`config.mk`:
```
export PLATFORM = sky130hd
export DESIGN_NAME = serial_adc_multi_rx_flat
export DESIGN_NICKNAME = d
export VERILOG_FILES = /design/src/rtl/serial_adc_pkg.sv /design/src/rtl/serial_adc_multi_rx_if.sv /design/src/rtl/serial_adc_clkgen.sv /design/src/rtl/serial_adc_multi_rx.sv /design/src/flat_wrapper.sv
export SDC_FILE = /design/constraint.sdc
export NUM_CORES = 1
export LEC_CHECK = 0
export CAP_MARGIN = 15
export CORE_ASPECT_RATIO = 0.8
export CORE_MARGIN = 8
export CORE_UTILIZATION = 54
export CTS_BUF_LIST = sky130_fd_sc_hd__clkbuf_8 sky130_fd_sc_hd__clkbuf_16
export DETAILED_ROUTE_END_ITERATION = 8
export PLACE_DENSITY = 0.86
export SYNTH_ARGS = -nofsm -noshare
export SYNTH_HDL_FRONTEND = slang
export SYNTH_HIERARCHICAL = 1
export SYNTH_SLANG_ARGS = --single-unit
```
`constraint.sdc`:
```
create_clock -name clk -period 2 [get_ports clk]
set_input_delay 0.3 -clock clk [delete_from_list [all_inputs] [get_ports clk]]
set_output_delay 0.3 -clock clk [all_outputs]
set_load 0.01 [all_outputs]
```
`src/rtl/serial_adc_pkg.sv`:
```
// Shared types and sizing helpers for the multi-channel serial ADC receiver.
package serial_adc_pkg;

    typedef enum logic [1:0] {
        IDLE  = 2'd0,
        SHIFT = 2'd1,
        DONE  = 2'd2,
        GAP   = 2'd3
    } state_e;

    // Width needed to hold a bit count of 0..frame_bits.
    function automatic int unsigned bit_cnt_w(input int unsigned frame_bits);
        return $clog2(frame_bits + 1);
    endfunction

endpackage

```
`src/rtl/serial_adc_multi_rx_if.sv`:
```
// Sample-side bus of the serial ADC receiver: per-channel samples, strobe and status.
interface serial_adc_multi_rx_if #(
    parameter int unsigned NUM_CH    = 2,
    parameter int unsigned DATA_BITS = 12
);
    logic [NUM_CH*DATA_BITS-1:0] data;
    logic                        data_valid;
    logic                        busy;
    logic                        overrun;

    modport master (output data, data_valid, busy, overrun);
    modport slave  (input  data, data_valid, busy, overrun);
endinterface

```
`src/rtl/serial_adc_clkgen.sv`:
```
// Free-running sclk divider; ticks mark the clk cycle in which sclk is about to toggle.
module serial_adc_clkgen #(
    parameter int unsigned CLK_DIV = 2
) (
    input  logic clk,
    input  logic rst_n,
    output logic sclk,
    output logic rise_tick_c,
    output logic fall_tick_c
);
    localparam int unsigned DIV_W = (CLK_DIV > 1) ? $clog2(CLK_DIV) : 1;

    logic [DIV_W-1:0] div_cnt_q, div_cnt_d;
    logic             sclk_q, sclk_d;
    logic             tick_c;

    always_comb begin
        tick_c      = (div_cnt_q == DIV_W'(CLK_DIV - 1));
        div_cnt_d   = tick_c ? '0 : div_cnt_q + DIV_W'(1);
        sclk_d      = tick_c ? ~sclk_q : sclk_q;
        rise_tick_c = tick_c & ~sclk_q;
        fall_tick_c = tick_c & sclk_q;
    end

    always_ff @(posedge clk or negedge rst_n) begin
        if (!rst_n) begin
            div_cnt_q <= '0;
            sclk_q    <= 1'b0;
        end else begin
            div_cnt_q <= div_cnt_d;
            sclk_q    <= sclk_d;
        end
    end

    assign sclk = sclk_q;
endmodule

```
`src/rtl/serial_adc_multi_rx.sv`:
```
// Multi-channel AD7886-class frame receiver sharing sclk/cs_n across channels.
// Build option ADC_AVG4_EN: output the truncated mean of every 4 frames per channel.
module serial_adc_multi_rx
    import serial_adc_pkg::*;
#(
    parameter int unsigned NUM_CH     = 2,
    parameter int unsigned FRAME_BITS = 16,
    parameter int unsigned DATA_BITS  = 12,
    parameter int unsigned CLK_DIV    = 2,
    parameter int unsigned CS_GAP     = 1
) (
    input  logic                  clk,
    input  logic                  rst_n,
    input  logic                  enable,
    input  logic                  cont,
    input  logic                  start,
    input  logic [NUM_CH-1:0]     sdi,
    output logic                  sclk,
    output logic                  cs_n,
    serial_adc_multi_rx_if.master rx_if
);
    localparam int unsigned BC_W  = bit_cnt_w(FRAME_BITS);
    localparam int unsigned GAP_W = $clog2(CS_GAP + 1);
    localparam int unsigned ACC_W = DATA_BITS + 2;

    state_e           state_q, state_d;
    logic             cs_n_q, cs_n_d;
    logic             busy_q, busy_d;
    logic             valid_q, valid_d;
    logic             overrun_q, overrun_d;
    logic             start_pend_q, start_pend_d;
    logic [BC_W-1:0]  bit_cnt_q, bit_cnt_d;
    logic [GAP_W-1:0] gap_cnt_q, gap_cnt_d;
    logic             rise_tick_c, fall_tick_c;
    logic             go_c, shift_c, load_c, out_c;
`ifdef ADC_AVG4_EN
    logic [1:0]       frm_cnt_q, frm_cnt_d;
`endif

    serial_adc_clkgen #(.CLK_DIV(CLK_DIV)) u_clkgen (
        .clk         (clk),
        .rst_n       (rst_n),
        .sclk        (sclk),
        .rise_tick_c (rise_tick_c),
        .fall_tick_c (fall_tick_c)
    );

    // Frame sequencing: launch on a falling sclk so the first rise samples the MSB.
    always_comb begin
        state_d      = state_q;
        cs_n_d       = cs_n_q;
        busy_d       = busy_q;
        overrun_d    = overrun_q;
        start_pend_d = start_pend_q;
        bit_cnt_d    = bit_cnt_q;
        gap_cnt_d    = gap_cnt_q;
        shift_c      = 1'b0;
        load_c       = 1'b0;
        go_c         = enable & (cont | start_pend_q);

        if (start && state_q == IDLE) start_pend_d = 1'b1;
        if (start && busy_q)          overrun_d    = 1'b1;
        if (!enable)                  overrun_d    = 1'b0;

        case (state_q)
            IDLE: begin
                if (fall_tick_c && go_c) begin
                    cs_n_d       = 1'b0;
                    bit_cnt_d    = BC_W'(FRAME_BITS);
                    busy_d       = 1'b1;
                    start_pend_d = 1'b0;
                    state_d      = SHIFT;
                end
            end
            SHIFT: begin
                if (rise_tick_c) begin
                    shift_c   = 1'b1;
                    bit_cnt_d = bit_cnt_q - BC_W'(1);
                    if (bit_cnt_q == BC_W'(1)) state_d = DONE;
                end
            end
            DONE: begin
                if (fall_tick_c) begin
                    cs_n_d    = 1'b1;
                    load_c    = 1'b1;
                    gap_cnt_d = GAP_W'(CS_GAP);
                    state_d   = GAP;
                end
            end
            GAP: begin
                if (fall_tick_c) begin
                    gap_cnt_d = gap_cnt_q - GAP_W'(1);
                    if (gap_cnt_q == GAP_W'(1)) begin
                        busy_d  = 1'b0;
                        state_d = IDLE;
                    end
                end
            end
            default: state_d = IDLE;
        endcase

`ifdef ADC_AVG4_EN
        out_c     = load_c & (frm_cnt_q == 2'd3);
        frm_cnt_d = frm_cnt_q;
        if (!enable)     frm_cnt_d = 2'd0;
        else if (load_c) frm_cnt_d = frm_cnt_q + 2'd1;
`else
        out_c     = load_c;
`endif
        valid_d = out_c;
    end

    always_ff @(posedge clk or negedge rst_n) begin
        if (!rst_n) begin
            state_q      <= IDLE;
            cs_n_q       <= 1'b1;
            busy_q       <= 1'b0;
            valid_q      <= 1'b0;
            overrun_q    <= 1'b0;
            start_pend_q <= 1'b0;
            bit_cnt_q    <= '0;
            gap_cnt_q    <= '0;
`ifdef ADC_AVG4_EN
            frm_cnt_q    <= 2'd0;
`endif
        end else begin
            state_q      <= state_d;
            cs_n_q       <= cs_n_d;
            busy_q       <= busy_d;
            valid_q      <= valid_d;
            overrun_q    <= overrun_d;
            start_pend_q <= start_pend_d;
            bit_cnt_q    <= bit_cnt_d;
            gap_cnt_q    <= gap_cnt_d;
`ifdef ADC_AVG4_EN
            frm_cnt_q    <= frm_cnt_d;
`endif
        end
    end

    // Per-channel datapath; only the kept LSBs are stored since the leading bits are discarded.
    for (genvar i = 0; i < NUM_CH; i++) begin : g_ch
        logic [DATA_BITS-1:0] sr_q, sr_d;
        logic [DATA_BITS-1:0] dat_q, dat_d;
`ifdef ADC_AVG4_EN
        logic [ACC_W-1:0]     acc_q, acc_d, acc_sum_c;
`endif

        always_comb begin
            sr_d = shift_c ? {sr_q[DATA_BITS-2:0], sdi[i]} : sr_q;
`ifdef ADC_AVG4_EN
            acc_sum_c = acc_q + ACC_W'(sr_q);
            acc_d     = acc_q;
            if (!enable)     acc_d = '0;
            else if (load_c) acc_d = out_c ? '0 : acc_sum_c;
            dat_d = out_c ? acc_sum_c[ACC_W-1:2] : dat_q;
`else
            dat_d = out_c ? sr_q : dat_q;
`endif
        end

        always_ff @(posedge clk or negedge rst_n) begin
            if (!rst_n) begin
                sr_q  <= '0;
                dat_q <= '0;
`ifdef ADC_AVG4_EN
                acc_q <= '0;
`endif
            end else begin
                sr_q  <= sr_d;
                dat_q <= dat_d;
`ifdef ADC_AVG4_EN
                acc_q <= acc_d;
`endif
            end
        end

        assign rx_if.data[i*DATA_BITS +: DATA_BITS] = dat_q;
    end

    assign cs_n             = cs_n_q;
    assign rx_if.data_valid = valid_q;
    assign rx_if.busy       = busy_q;
    assign rx_if.overrun    = overrun_q;
endmodule

```
`src/flat_wrapper.sv`:
```
// flat-port wrapper written by rule: the top's interface ports become plain ports
module serial_adc_multi_rx_flat import serial_adc_pkg::*;
#(
    parameter int unsigned NUM_CH     = 2,
    parameter int unsigned FRAME_BITS = 16,
    parameter int unsigned DATA_BITS  = 12,
    parameter int unsigned CLK_DIV    = 2,
    parameter int unsigned CS_GAP     = 1
)
  (clk, rst_n, enable, cont, start, sdi, sclk, cs_n, rx_if_data, rx_if_data_valid, rx_if_busy, rx_if_overrun);
  serial_adc_multi_rx_if #(.NUM_CH(NUM_CH), .DATA_BITS(DATA_BITS)) rx_if_i ();
  input  logic clk;
  input  logic rst_n;
  input  logic enable;
  input  logic cont;
  input  logic start;
  input  logic [NUM_CH-1:0] sdi;
  output logic sclk;
  output logic cs_n;
  output wire logic [$bits(rx_if_i.data)-1:0] rx_if_data;
  output wire logic [$bits(rx_if_i.data_valid)-1:0] rx_if_data_valid;
  output wire logic [$bits(rx_if_i.busy)-1:0] rx_if_busy;
  output wire logic [$bits(rx_if_i.overrun)-1:0] rx_if_overrun;
  assign rx_if_data = rx_if_i.data;
  assign rx_if_data_valid = rx_if_i.data_valid;
  assign rx_if_busy = rx_if_i.busy;
  assign rx_if_overrun = rx_if_i.overrun;
  serial_adc_multi_rx #(.NUM_CH(NUM_CH), .FRAME_BITS(FRAME_BITS), .DATA_BITS(DATA_BITS), .CLK_DIV(CLK_DIV), .CS_GAP(CS_GAP)) u_core (.clk(clk), .rst_n(rst_n), .enable(enable), .cont(cont), .start(start), .sdi(sdi), .sclk(sclk), .cs_n(cs_n), .rx_if(rx_if_i));
endmodule
```
==> results.md, run 1 <==
- Run status: finished clean
- Syn_nets: 196
- Area leader, netlist: dfrtp_1
- Mapped Area: 2650 um2
- Clock Path Buffers: 2
- Post-layout power: 0.00229 W
- CTS sink count: 63
- Max Freq: 577 MHz
- VDD IR max: 0.466 mV
- Area contributors post-synth: dfrtp_1, mux2_2, ha_1, inv_1, a22o_1
- Seq/Total Area, Yosys: 59.6%
- CTS tree: done
- Die Wd: 94.3 um
- Seq cells post-synth: 63
- Post-CTS Setup Repair Bufs: 0
- IO Count: 36
- Initial Utilization: 56.9%
- Origin of the critical flop-to-flop path: u_core/state_q[1]
- Pre-antenna DRT Iters: 4
- Top_reg_cell synth: dfrtp_1
- Synth top area share: 58.6%
- CTS H-Tree Depth: 3
- Top-count cell post-synth: dfrtp_1
- Crit start category: register
- Overflow after GRT: 0
- CTS root buf: clkbuf_8
- WP data required: 2190 ps
- CP arrival: 1920 ps
- Total Neg Setup Slack: 0 ps
- RSZ-0062 raised after global routing: false
- IO buf count: 35
- Drt drc: 0
- # nets final: 240
- RR Endpoint: u_core/bit_cnt_q[4]
- Via count: 1589
- Setup crit end: u_core/bit_cnt_q[4]
- Antenna violations before repair: 0
- Post-synth EDFFs: 0
- DRT iter0 DRCs: 129
- Total Wirelength: 4760 um
- Worst Clk Skew: 9.10 ps
- Vias/cell: 5.44
- Gr usage total: 14.2%
- RePlAce Congestion: 0.824
- Clock latency of the later-clocked register in the worst-skew pair: 330 ps
- CTS Buf Count: 9
- Final Setup Violations: 0
- Commonest cells post-synth: dfrtp_1, mux2_2, inv_1
- Worst Setup SP: u_core/state_q[1]
- Core Area: 4650 um2
- Fin. Hold Viols: 0
- Pin count of the biggest net entering global routing: 64
- Die height: 78.6 um
- Synth Instances: 183
- Synth warnings: 6
- CP max FO: 9
- Fin crit share: 86.7%
- WL/cell: 16.3 um
- Layout cells sized above 1: 33.6%
- Min Tclk post-route: 1730 ps
- Antenna Cells: 0
- Die ar.: 7410 um2
- Number of global-route vias before repair: 1718
- P_leak: 1.55 nW
- Clk pin slew, worst setup/hold paths: 70 ps
- Reg2reg path depth: 4
- Crit path kind: register to register
- Slew HR: 57.1%
- Synth cell types: 34
- Site Rows: 22
- Synthesized area per cell: 14.5 um2
- Pwr Density: 700 nW/um2
- Post-DRT Antenna Nets: 0
- Min-delay worst type: register to register
- P&R area growth vs syn: 23.4%
- Max-slew violation count: 0
- First-pass GRT wire length: 8140 um
- Post-synth ARST share: 100%
- HPWL after detailed placement: 3180 um
- Max-cap violations: 0
- Crit path capture type: register
- Worst-margin pin slew: 637 ps
- R2R Setup Slk: 270 ps
## worst min path at each step
stage	from	endpoint	slack [ps]	depth (start not counted)
floorplan	rst_n	u_core/bit_cnt_q[0]	4	0
global placement	rst_n	u_core/g_ch[1].dat_q[0]	330	2
detailed placement	rst_n	u_core/g_ch[1].sr_q[1]	340	2
CTS	u_core/u_clkgen/div_cnt_q	u_core/u_clkgen/div_cnt_q	480	1
global route	rst_n	u_core/u_clkgen/div_cnt_q	510	3
finish	u_core/u_clkgen/div_cnt_q	u_core/u_clkgen/div_cnt_q	480	1
## registers in the layout, summed over array words and instances (netlist names)
signal                     cells
u_core/u_clkgen/div_cnt_q      1
u_core/cs_n                    1
u_core/start_pend_q            1
u_core/rx_if.busy              1
u_core/g_ch.dat_q             24
u_core/rx_if.overrun           1
u_core/state_q                 2
u_core/bit_cnt_q               5
u_core/u_clkgen/sclk           1
u_core/rx_if.data_valid        1
u_core/g_ch.sr_q              24
u_core/gap_cnt_q               1
## stage by stage
step           hold WS [ps]  utilization (%)  std cells  worst slack, ps  cell area, um2
5_1_grt                 513             70.2        292              130            3270
3_3_place_gp            335             66.5        275              293            3090
4_1_cts                 484             70.2        292              272            3270
2_1_floorplan          4.41                -        183              435            2650
3_5_place_dp            336             66.5        275              230            3090
6_report                484             70.2        292              266            3270
## worst max-delay path: stages, from the launching register on
cell,delay (ps)
dfrtp_1,400
inv_1,80
ha_1,340
o21ai_0,590
a22oi_1,180
## area by class of cell
class | count | area (um2)
Sequential cell | 63 | 1580
Fill cell | 334 | 1390
Multi-Input combinational cell | 103 | 990
Timing Repair Buffer | 40 | 423
Clock buffer | 10 | 138
Tap cell | 60 | 75.1
Inverter | 10 | 37.5
Clock inverter | 6 | 25.0
## cells by family after synthesis
family,synth area share [%]
simple gates,4.16
fa+ha+maj,2.84
buf+inv,2.98
compound gates,7.90
xor+xnor,0.331
mux,22.2
flops,59.6
## where the power goes
part | switching [W] | internal (W) | total [W]
combinational | 0.0000319 | 0.0000329 | 0.0000648
clock | 0.000444 | 0.000461 | 0.000904
sequential | 0.0000174 | 0.00130 | 0.00132
## metal layers
metal  part of all wire (%)  GRT usage [%]  vias to the layer above
li1                       -              -                      738
met3                    6.4           6.08                        7
met2                     47           20.9                       40
met1                     45           17.3                      804
met4                    1.5           7.11                        0
met5                      0              0                        -
## placed cells by master (no fill, tap or decap), types with 2 or more instances in the layout
cell type and instances:
ha_1 6, mux2i_1 2, inv_1 14, a22o_1 4
dfrtp_1 62, buf_12 3, nand2b_1 2, o22ai_1 2
clkdlybuf4s50_1 34, a21oi_1 6, o21ai_0 3, clkbuf_8 10
nand2_1 4, nor2b_1 2, nor2_1 3, mux2_2 49
a31oi_1 2, clkinv_2 2, nand2_2 2
## repair_timing
| item | in CTS | in global routing |
|---|---|---|
| endpoints found under the hold margin | 62 | 0 |
| resized for setup | 0 | 0 |
| hold buffers | 1 | 0 |
Power figures use the tool's default switching activity.
==> run 2, diff against run 1 <==
Settings changed: PLACE_DENSITY 0.86 to unset, PLACE_DENSITY_LB_ADDON set to 0.12.
==> results.md, run 2 (synthesized netlist as in run 1, its figures left out) <==
- Area of the multi-input gates: 990 um2 (unchanged)
- WP data required: 2240 ps (+50 ps)
- Min Tclk post-route: 1740 ps (+2.04 ps)
- Post-route insts no fill: 292 (unchanged)
- WL/cell: 17.1 um (+5.1%)
- Hold path start: u_core/u_clkgen/div_cnt_q
- Run status: finished clean
- Crit path kind: register to register
- Reg2reg path depth: 6 (+2)
- Seq. cell area: 1580 um2 (unchanged)
- # nets final: 240 (unchanged)
- CP max FO: 10 (+1)
- Worst Clk Skew: 4.89 ps (-4.20 ps)
- Pwr Density: 754 nW/um2 (+7.7%)
- Max-cap violations: 0 (unchanged)
- Final Setup Violations: 0 (unchanged)
- Origin of the critical flop-to-flop path: u_core/state_q[0]
- HPWL after detailed placement: 3420 um (+7.7%)
- R2R Setup Slk: 260 ps (about the same)
- Via count: 1593 (+0.25%)
- P&R area growth vs syn: 25.2%
- CTS Buf Count: 9 (unchanged)
- Max-slew violation count: 0 (unchanged)
- Placed cell area: 3090 um2 (unchanged)
- Pre-antenna DRT Iters: 4 (unchanged)
- Min-delay worst type: register to register
- Cell area after layout: 3310 um2 (+1.4%)
- Worst-margin pin slew: 539 ps (-98.0 ps)
- CTS tree: done
- Highest-count cells in the layout ignoring fill and taps: dfrtp_1, mux2_2, clkdlybuf4s50_1, clkbuf_8, inv_1
- RSZ-0062 raised after global routing: false
- Drt drc: 0 (unchanged)
- WHS: 466 ps (-18.4 ps)
- CTS root buf: clkbuf_8
- Die height: 78.6 um (unchanged)
- Vias/cell: 5.46 (+0.25%)
- Die Wd: 94.3 um (unchanged)
- Layout cells sized above 1: 34.9% (+1.3 points)
- Initial Utilization: 56.9% (unchanged)
- First-pass GRT wire length: 8300 um (+2.0%)
- Post-layout power: 0.00250 W (+9.2%)
- P_leak: 1.56 nW (+0.81%)
- Post-DRT Antenna Nets: 0 (unchanged)
- Fin crit share: 86.8% (+0.10 points)
- Commonest non-fill, non-tap cell in the layout: dfrtp_1
- Crit path capture type: register
- Overflow after GRT: 0 (unchanged)
- Total Neg Setup Slack: 0 ps (unchanged)
- Pin count of the biggest net entering global routing: 64 (unchanged)
- Layout fillers: 309 (-7.5%)
- Number of global-route vias before repair: 1690 (-1.6%)
- Clock Path Buffers: 2 (unchanged)
- Gr usage total: 14.7% (+0.56 points)
- VDD IR max: 0.506 mV (+8.7%)
- Crit start category: register
- Hold Crit Depth: 1 (unchanged)
- IO buf count: 35 (unchanged)
- Core Area: 4650 um2 (unchanged)
- IO Count: 36 (unchanged)
- CP arrival: 1980 ps (+60 ps)
- Total Wirelength: 5000 um (+5.1%)
- Fin. Hold Viols: 0 (unchanged)
- DRT iter0 DRCs: 72 (-44%)
- Slew HR: 63.7% (+6.6 points)
- Die ar.: 7410 um2 (unchanged)
- CTS resizes: 0 (unchanged)
- Antenna violations before repair: 0 (unchanged)
- Placed cells: 275 (unchanged)
- Hold Path End: u_core/u_clkgen/div_cnt_q
- Top Registers: u_core/g_ch.dat_q x24, u_core/g_ch.sr_q x24, u_core/bit_cnt_q x5
- Clk pin slew, worst setup/hold paths: 60 ps (about the same)
- CTS sink count: 63 (unchanged)
- RR Endpoint: u_core/bit_cnt_q[4]
- CTS H-Tree Depth: 3 (unchanged)
- Clock latency of the later-clocked register in the worst-skew pair: 330 ps (about the same)
- Site Rows: 22 (unchanged)
- Max Freq: 576 MHz (-0.12%)
- Antenna Cells: 0 (unchanged)
- RePlAce Congestion: 0.812 (-1.5%)
-- run 2: changes by cell type in the layout (fill, tap and decap cells not counted) --
cell       change
inv_1          -3
clkbuf_8       +2
bufinv_16      +1
-- run 2: per-layer routing --
layer  global-route usage [%]  share of wire, %  vias up  wire [um]
met5                        0                 0        -          0
met4                     7.74               1.7        0         87
met3                     7.60               7.6        9        380
met2                     22.7                49       55       2470
met1                     16.2                41      791       2060
li1                         -                 -      738          -
-- run 2: how the worst max path moves through the flow --
stage | from | to | slack [ps] | cells after the start
final | u_core/state_q[0] | u_core/bit_cnt_q[4] | 260 | 6
after global routing | u_core/state_q[0] | u_core/bit_cnt_q[4] | 150 | 6
after floorplan | u_core/u_clkgen/sclk | u_core/g_ch[0].dat_q[0] | 440 | 5
after global placement | enable | u_core/state_q[1] | 340 | 5
after CTS | u_core/cs_n | cs_n | 260 | 1
after detailed placement | cont | u_core/bit_cnt_q[0] | 300 | 5
-- run 2: final cells by class --
cell class,instances,share of cell area (%)
Timing Repair Buffer,40,12.8
Inverter,10,1.13
Clock inverter,4,1.32
Multi-Input combinational cell,103,29.9
Tap cell,60,2.27
Clock buffer,12,4.99
Sequential cell,63,47.6
-- run 2: repair_timing --
item                                   in CTS  in global routing
endpoints found under the hold margin      62                  0
buffers inserted                            0                  0
hold buffers                                1                  0
-- run 2: report_power, final --
| group | switching (W) | total [W] | internal (W) |
|---|---|---|---|
| Combinational | 0.0000331 | 0.0000661 | 0.0000330 |
| Clock | 0.000446 | 0.00111 | 0.000668 |
| Sequential | 0.0000171 | 0.00132 | 0.00130 |
-- run 2: worst max-delay path, stage by stage, from the launching register on --
cell and delay [ps]:
dfrtp_1 400, inv_1 110, ha_1 370, inv_1 140
o211ai_1 270, o21ai_0 200, a22oi_1 170
-- run 2: stage by stage --
step,util [%],setup slack [ps]
detailed placement,66.5,296
global route,71.2,146
CTS,71.2,262
floorplan,-,435
global placement,66.5,341
finish,71.2,264
==> variant 1: new RTL, config.mk and constraints of run 1 <==
Re-encode `state_e` (4 states) as Gray code, 2 bits wide.
--- a/src/rtl/serial_adc_pkg.sv
+++ b/src/rtl/serial_adc_pkg.sv
@@ -3,8 +3,8 @@
 
     typedef enum logic [1:0] {
-        IDLE  = 2'd0,
-        SHIFT = 2'd1,
-        DONE  = 2'd2,
-        GAP   = 2'd3
+        IDLE  = 2'b00,
+        SHIFT = 2'b01,
+        DONE  = 2'b11,
+        GAP   = 2'b10
     } state_e;
 
Function: no difference found for any inputs over 10 cycles, from zero or initial values and one cycle with rst_n low; not proved beyond that.
==> variant 1 against run 1 <==
Sequential cell count stayed put; core utilization is 0.91 points lower; synthesized cell count is 9.8% lower; die area is 4.8% lower; total power is 12% higher; first-iteration DRC count is 36% lower; wire length is 7.8% lower; design area is 4.2% lower; critical path depth stayed put; synthesized area is 5.9% lower; via count is 11% lower; worst setup slack worse by 0.023 ns.
==> variant 1: results (changes against run 1) <==
Antenna Cells 0 (unchanged); Pre-Repair DR Iteration Count 4 (unchanged); worst vdd ir 0.000588 V (was 0.000466 V); Skew-Pair Late Insertion Delay 0.32 ns; max_slew headroom 58.3% (was 57.1%); Commonest cells post-synth dfrtp_1, mux2_2, inv_1 (unchanged); Clk pin slew, worst setup/hold paths 0.06 ns; Critical Path Max Stage Delay 0.42 ns (was 0.59 ns); Overall Global Routing Usage 13.7% (was 14.2%); NumNets Final 215 (was 240); Fill cells 313 (was 334); Worst Skew 0.00502 ns (was 0.00910 ns); Reg-to-Reg Start u_core/u_clkgen/sclk (was u_core/state_q[1]); Crit path max-delay family simple AND/OR/NAND/NOR gates (was compound AO/OA/AOI/OAI gates); Synth area leaders dfrtp_1, mux2_2, dfstp_2 (was dfrtp_1, mux2_2, ha_1); Min Hold Slack 0.468 ns (was 0.484 ns); Final Instance Count excl. Fillers 271 (was 292); Synth cell types 33 (was 34); highest metal used met4 (unchanged); met2 WL 2.15 mm (was 2.23 mm); Initial DRC Count 82 (was 129); number of vias per cell 5.23 (was 5.44); CP max FO 5 (was 9); outcome complete, no violations (unchanged); post-synthesis sequential area ratio 63.4% (was 59.6%); Port Buffers 35 (unchanged); Num CTS Buffers 9 (unchanged); post_cts resized 0 (unchanged); clock root buffer clkbuf_8 (unchanged); initial antenna violation count 0 (unchanged); Placed Cells incl. Taps 254 (was 275); post-placement cell area 0.00289 sq mm (was 0.00309 sq mm); RePlAce Congestion 0.754 (was 0.824); Total Wirelength 4.39 mm (was 4.76 mm); slowest CP cell dfrtp_1 (was o21ai_0); post-synthesis cell count 165 (was 183); largest net degree at the start of global routing 64 (unchanged); Pleak 0.00147 uW (was 0.00155 uW); Yosys top cell area share 62.3% (was 58.6%); vias in the first global route 1542 (was 1718); DP HPWL 2.90 mm (was 3.18 mm); Worst EP arrival 1.95 ns (was 1.92 ns); routed wl met3 160 um (was 304 um); share of layout cells above drive strength 1 34.1% (was 33.6%); dpl ws 0.282 ns (was 0.230 ns); met1 wire length 2.00 mm (was 2.16 mm); first-pass GRT wire length 7.65 mm (was 8.14 mm)
[variant 1: worst max path at each step]
stage                               startpoint             endpoint  slack (ns)  cells past startpoint
after floorplan           u_core/u_clkgen/sclk  u_core/bit_cnt_q[4]        0.42                      4
final                     u_core/u_clkgen/sclk  u_core/bit_cnt_q[4]        0.24                      4
after global routing      u_core/u_clkgen/sclk  u_core/bit_cnt_q[4]        0.18                      4
after global placement                    cont  u_core/bit_cnt_q[4]        0.42                      4
after CTS                 u_core/u_clkgen/sclk  u_core/bit_cnt_q[4]        0.27                      4
after detailed placement  u_core/u_clkgen/sclk  u_core/bit_cnt_q[4]        0.28                      4
[variant 1: repair_timing]
item / CTS / global route
endpoints found under the hold margin: 62 / 0
hold buffers: 1 / 0
setup endpoints to repair: 0 / 0
[variant 1: power by group]
part           total (uW)  leakage, uW  internal [uW]  switching [uW]
Combinational        64.4     0.000542           32.9            31.5
Sequential           1320     0.000808           1300            16.8
Clock                1180     0.000119            744             437
Total                2560      0.00147           2080             485
[variant 1: kinds of logic after synthesis]
| family | share of synthesized area, % |
|---|---|
| mux | 21.7 |
| simple gates | 5.43 |
| compound gates | 4.47 |
| xor+xnor | 0.704 |
| fa+ha+maj | 1.00 |
| buf+inv | 3.32 |
| flops | 63.4 |
[variant 1: area by class of cell]
type | instances | area [sq um] | area share (%)
Multi-Input combinational cell | 88 | 830 | 26.5
Tap cell | 60 | 75.1 | 2.40
Timing Repair Buffer | 38 | 395 | 12.6
Clock buffer | 14 | 193 | 6.16
Inverter | 6 | 22.5 | 0.720
Sequential cell | 63 | 1580 | 50.4
Clock inverter | 2 | 35.0 | 1.12
[variant 1: routing by layer]
layer  vias up  track usage [%]
met5         -                0
met4         0             8.67
met3         6             3.21
met2        24             21.3
met1       719             16.8
li1        667                -
==> variant 2: new RTL, settings of run 1 <==
Without the edit above. Build with the macro `ADC_AVG4_EN` defined.
--- a/src/rtl/serial_adc_multi_rx.sv
+++ b/src/rtl/serial_adc_multi_rx.sv
@@ -1,4 +1,6 @@
 // Multi-channel AD7886-class frame receiver sharing sclk/cs_n across channels.
 // Build option ADC_AVG4_EN: output the truncated mean of every 4 frames per channel.
+`define ADC_AVG4_EN
+
 module serial_adc_multi_rx
     import serial_adc_pkg::*;
Function: no difference found for any inputs over 10 cycles, from zero or initial values and one cycle with rst_n low; that may be too few to reach the edited logic, so the function may still have changed.
==> variant 2 against run 1 <==
Synthesized area grew 79%; highest routed layer unchanged; worst setup slack lost 0.51 ns; sequential cell count grew 30; wire length grew to 2.6 times the old value; design area grew 91%; the flow now finishes with violations (setup timing); sequential share of layout area shrank 11 points; clock skew grew 0.0029 ns; total power grew 51%; global-route usage grew 4.7 points; core utilization grew 3.2 points; count of clock-buffer cells in the layout is the same; final cell count grew 130%.
==> variant 2: results (changes against run 1) <==
outcome complete, but fails checks (was complete, no violations); failing checks setup timing; Synth Area in XOR/XNOR 5.00% (was 0.331%); Least-Margin Pin Slew 0.394 ns (was 0.637 ns); Pre-Repair DR Iteration Count 4 (unchanged); Placed Cells incl. Taps 634 (was 275); # setup viols final 33 (was 0); cts hold-fix bufs 1 (unchanged); vias in the first global route 3957 (was 1718); buffering overhead 14.3% (was 13.0%); Fill cells 563 (was 334); Skew-Pair Late Insertion Delay 0.35 ns (was 0.33 ns); Inverters 16 (was 10); Bufs on Longest Clock Path 2 (unchanged); post-placement cell area 0.00561 sq mm (was 0.00309 sq mm); Worst EP arrival 2.48 ns (was 1.92 ns); comb_multi_in 326 (was 103); Synth cell types 51 (was 34); Pleak 0.00287 uW (was 0.00155 uW); Clk pin slew, worst setup/hold paths 0.09 ns (was 0.07 ns); number of vias per cell 5.86 (was 5.44); via count 3890 (was 1589); sequential share of cell area 37.4% (was 48.3%); post_cts resized 35 (was 0); largest net degree at the start of global routing 52 (was 64); routed len/inst 18.4 um (was 16.3 um); post-synthesis sequential area ratio 49.3% (was 59.6%); Mapped Nets 491 (was 196); RePlAce Congestion 0.848 (was 0.824); Setup Buffers After CTS 7 (was 0); CTS sink count 93 (was 63); Worst Skew 0.0120 ns (was 0.00910 ns); CP max FO 2 (was 9); Antenna Cells 0 (unchanged); Commonest cells post-synth dfrtp_1, nand2_1, o21ai_0 (was dfrtp_1, mux2_2, inv_1); DP HPWL 7.68 mm (was 3.18 mm); Die Footprint 0.0120 sq mm (was 0.00741 sq mm); mux contribution to synthesized area 6.20% (was 22.2%); Synth area leaders dfrtp_1, ha_1, mux2_2 (was dfrtp_1, mux2_2, ha_1); NumNets Final 588 (was 240); Top FF cell, synth dfrtp_1 (unchanged); post-synthesis cell count 450 (was 183); Synth Area in Compound Gates 17.2% (was 7.90%); HP Class input pin to asynchronous set/reset pin (was flop to flop); fraction of area in multi-input gates 41.9% (was 30.3%); share of layout cells above drive strength 1 29.3% (was 33.6%); Plain + repair buffers 101 (was 40); Overall Global Routing Usage 18.9% (was 14.2%); biggest regs u_core/g_ch.acc_q: 28 flops, u_core/g_ch.dat_q: 24 flops, u_core/g_ch.sr_q: 24 flops (was u_core/g_ch.dat_q: 24 flops, u_core/g_ch.sr_q: 24 flops, u_core/bit_cnt_q: 5 flops); post-route cell area 0.00623 sq mm (was 0.00327 sq mm); worst path setup slack after routing -0.247 ns (was 0.266 ns); worst vdd ir 0.000362 V (was 0.000466 V); Initial DRC Count 293 (was 129); adder-cell area share of the yosys netlist 9.32% (was 2.84%); Yosys warning total 6 (unchanged); Reg2Reg Depth 9 (was 4); clock network area share 3.21% (was 4.98%); first-pass GRT wire length 18.5 mm (was 8.14 mm)
-- variant 2: cell count changes after synthesis, moves of 10 or more --
cell,before,now
mux2_2,49,26
nand2_1,4,58
ha_1,6,32
xnor2_1,0,16
a21oi_1,6,29
a21o_1,0,11
clkbuf_1,0,12
o21ai_0,3,53
xor2_1,1,11
nor2_1,3,13
dfrtp_1,62,92
-- variant 2: stage by stage --
step                setup TNS (ns)  worst slack (ns)
global placement             -1.24            -0.124
floorplan                  -0.0571           -0.0292
finish                       -3.95            -0.247
detailed placement           -3.15            -0.255
CTS                          -1.82            -0.147
global route                 -6.54            -0.353
-- variant 2: final timing paths --
| path | start | endpoint | slack, ns |
|---|---|---|---|
| setup / recovery | u_core/g_ch[1].acc_q[0] | u_core/g_ch[1].acc_q[8] | -0.25 |
| hold / removal | rst_n | u_core/g_ch[0].dat_q[4] | 0.36 |
| setup reg to reg | u_core/g_ch[1].acc_q[0] | u_core/g_ch[1].acc_q[8] | -0.25 |
| hold reg to reg | u_core/u_clkgen/div_cnt_q | u_core/u_clkgen/div_cnt_q | 0.48 |
| max in group asynchronous | rst_n | u_core/cs_n | 0.96 |
| min in group clk | u_core/u_clkgen/div_cnt_q | u_core/u_clkgen/div_cnt_q | 0.48 |
-- variant 2: worst max-delay path, cell delays in order (launching register included) --
cell and delay [ns]:
dfrtp_1 0.40, ha_2 0.20, fa_2 0.36, a211oi_2 0.24, o21bai_2 0.13, a21oi_2 0.19
o21bai_1 0.10, a21oi_1 0.19, xor2_1 0.23, o21ai_1 0.09
-- variant 2: report_power, final --
part           internal, uW  switching [uW]  total (uW)
clock network           610             657        1270
registers              1900            22.5        1930
logic                   120             141         261
-- variant 2: metal layers --
metal	share of wire [%]	track usage, %
met5	0	0
met4	1.8	5.75
met3	5.9	4.76
met2	51	32.6
met1	41	22.7
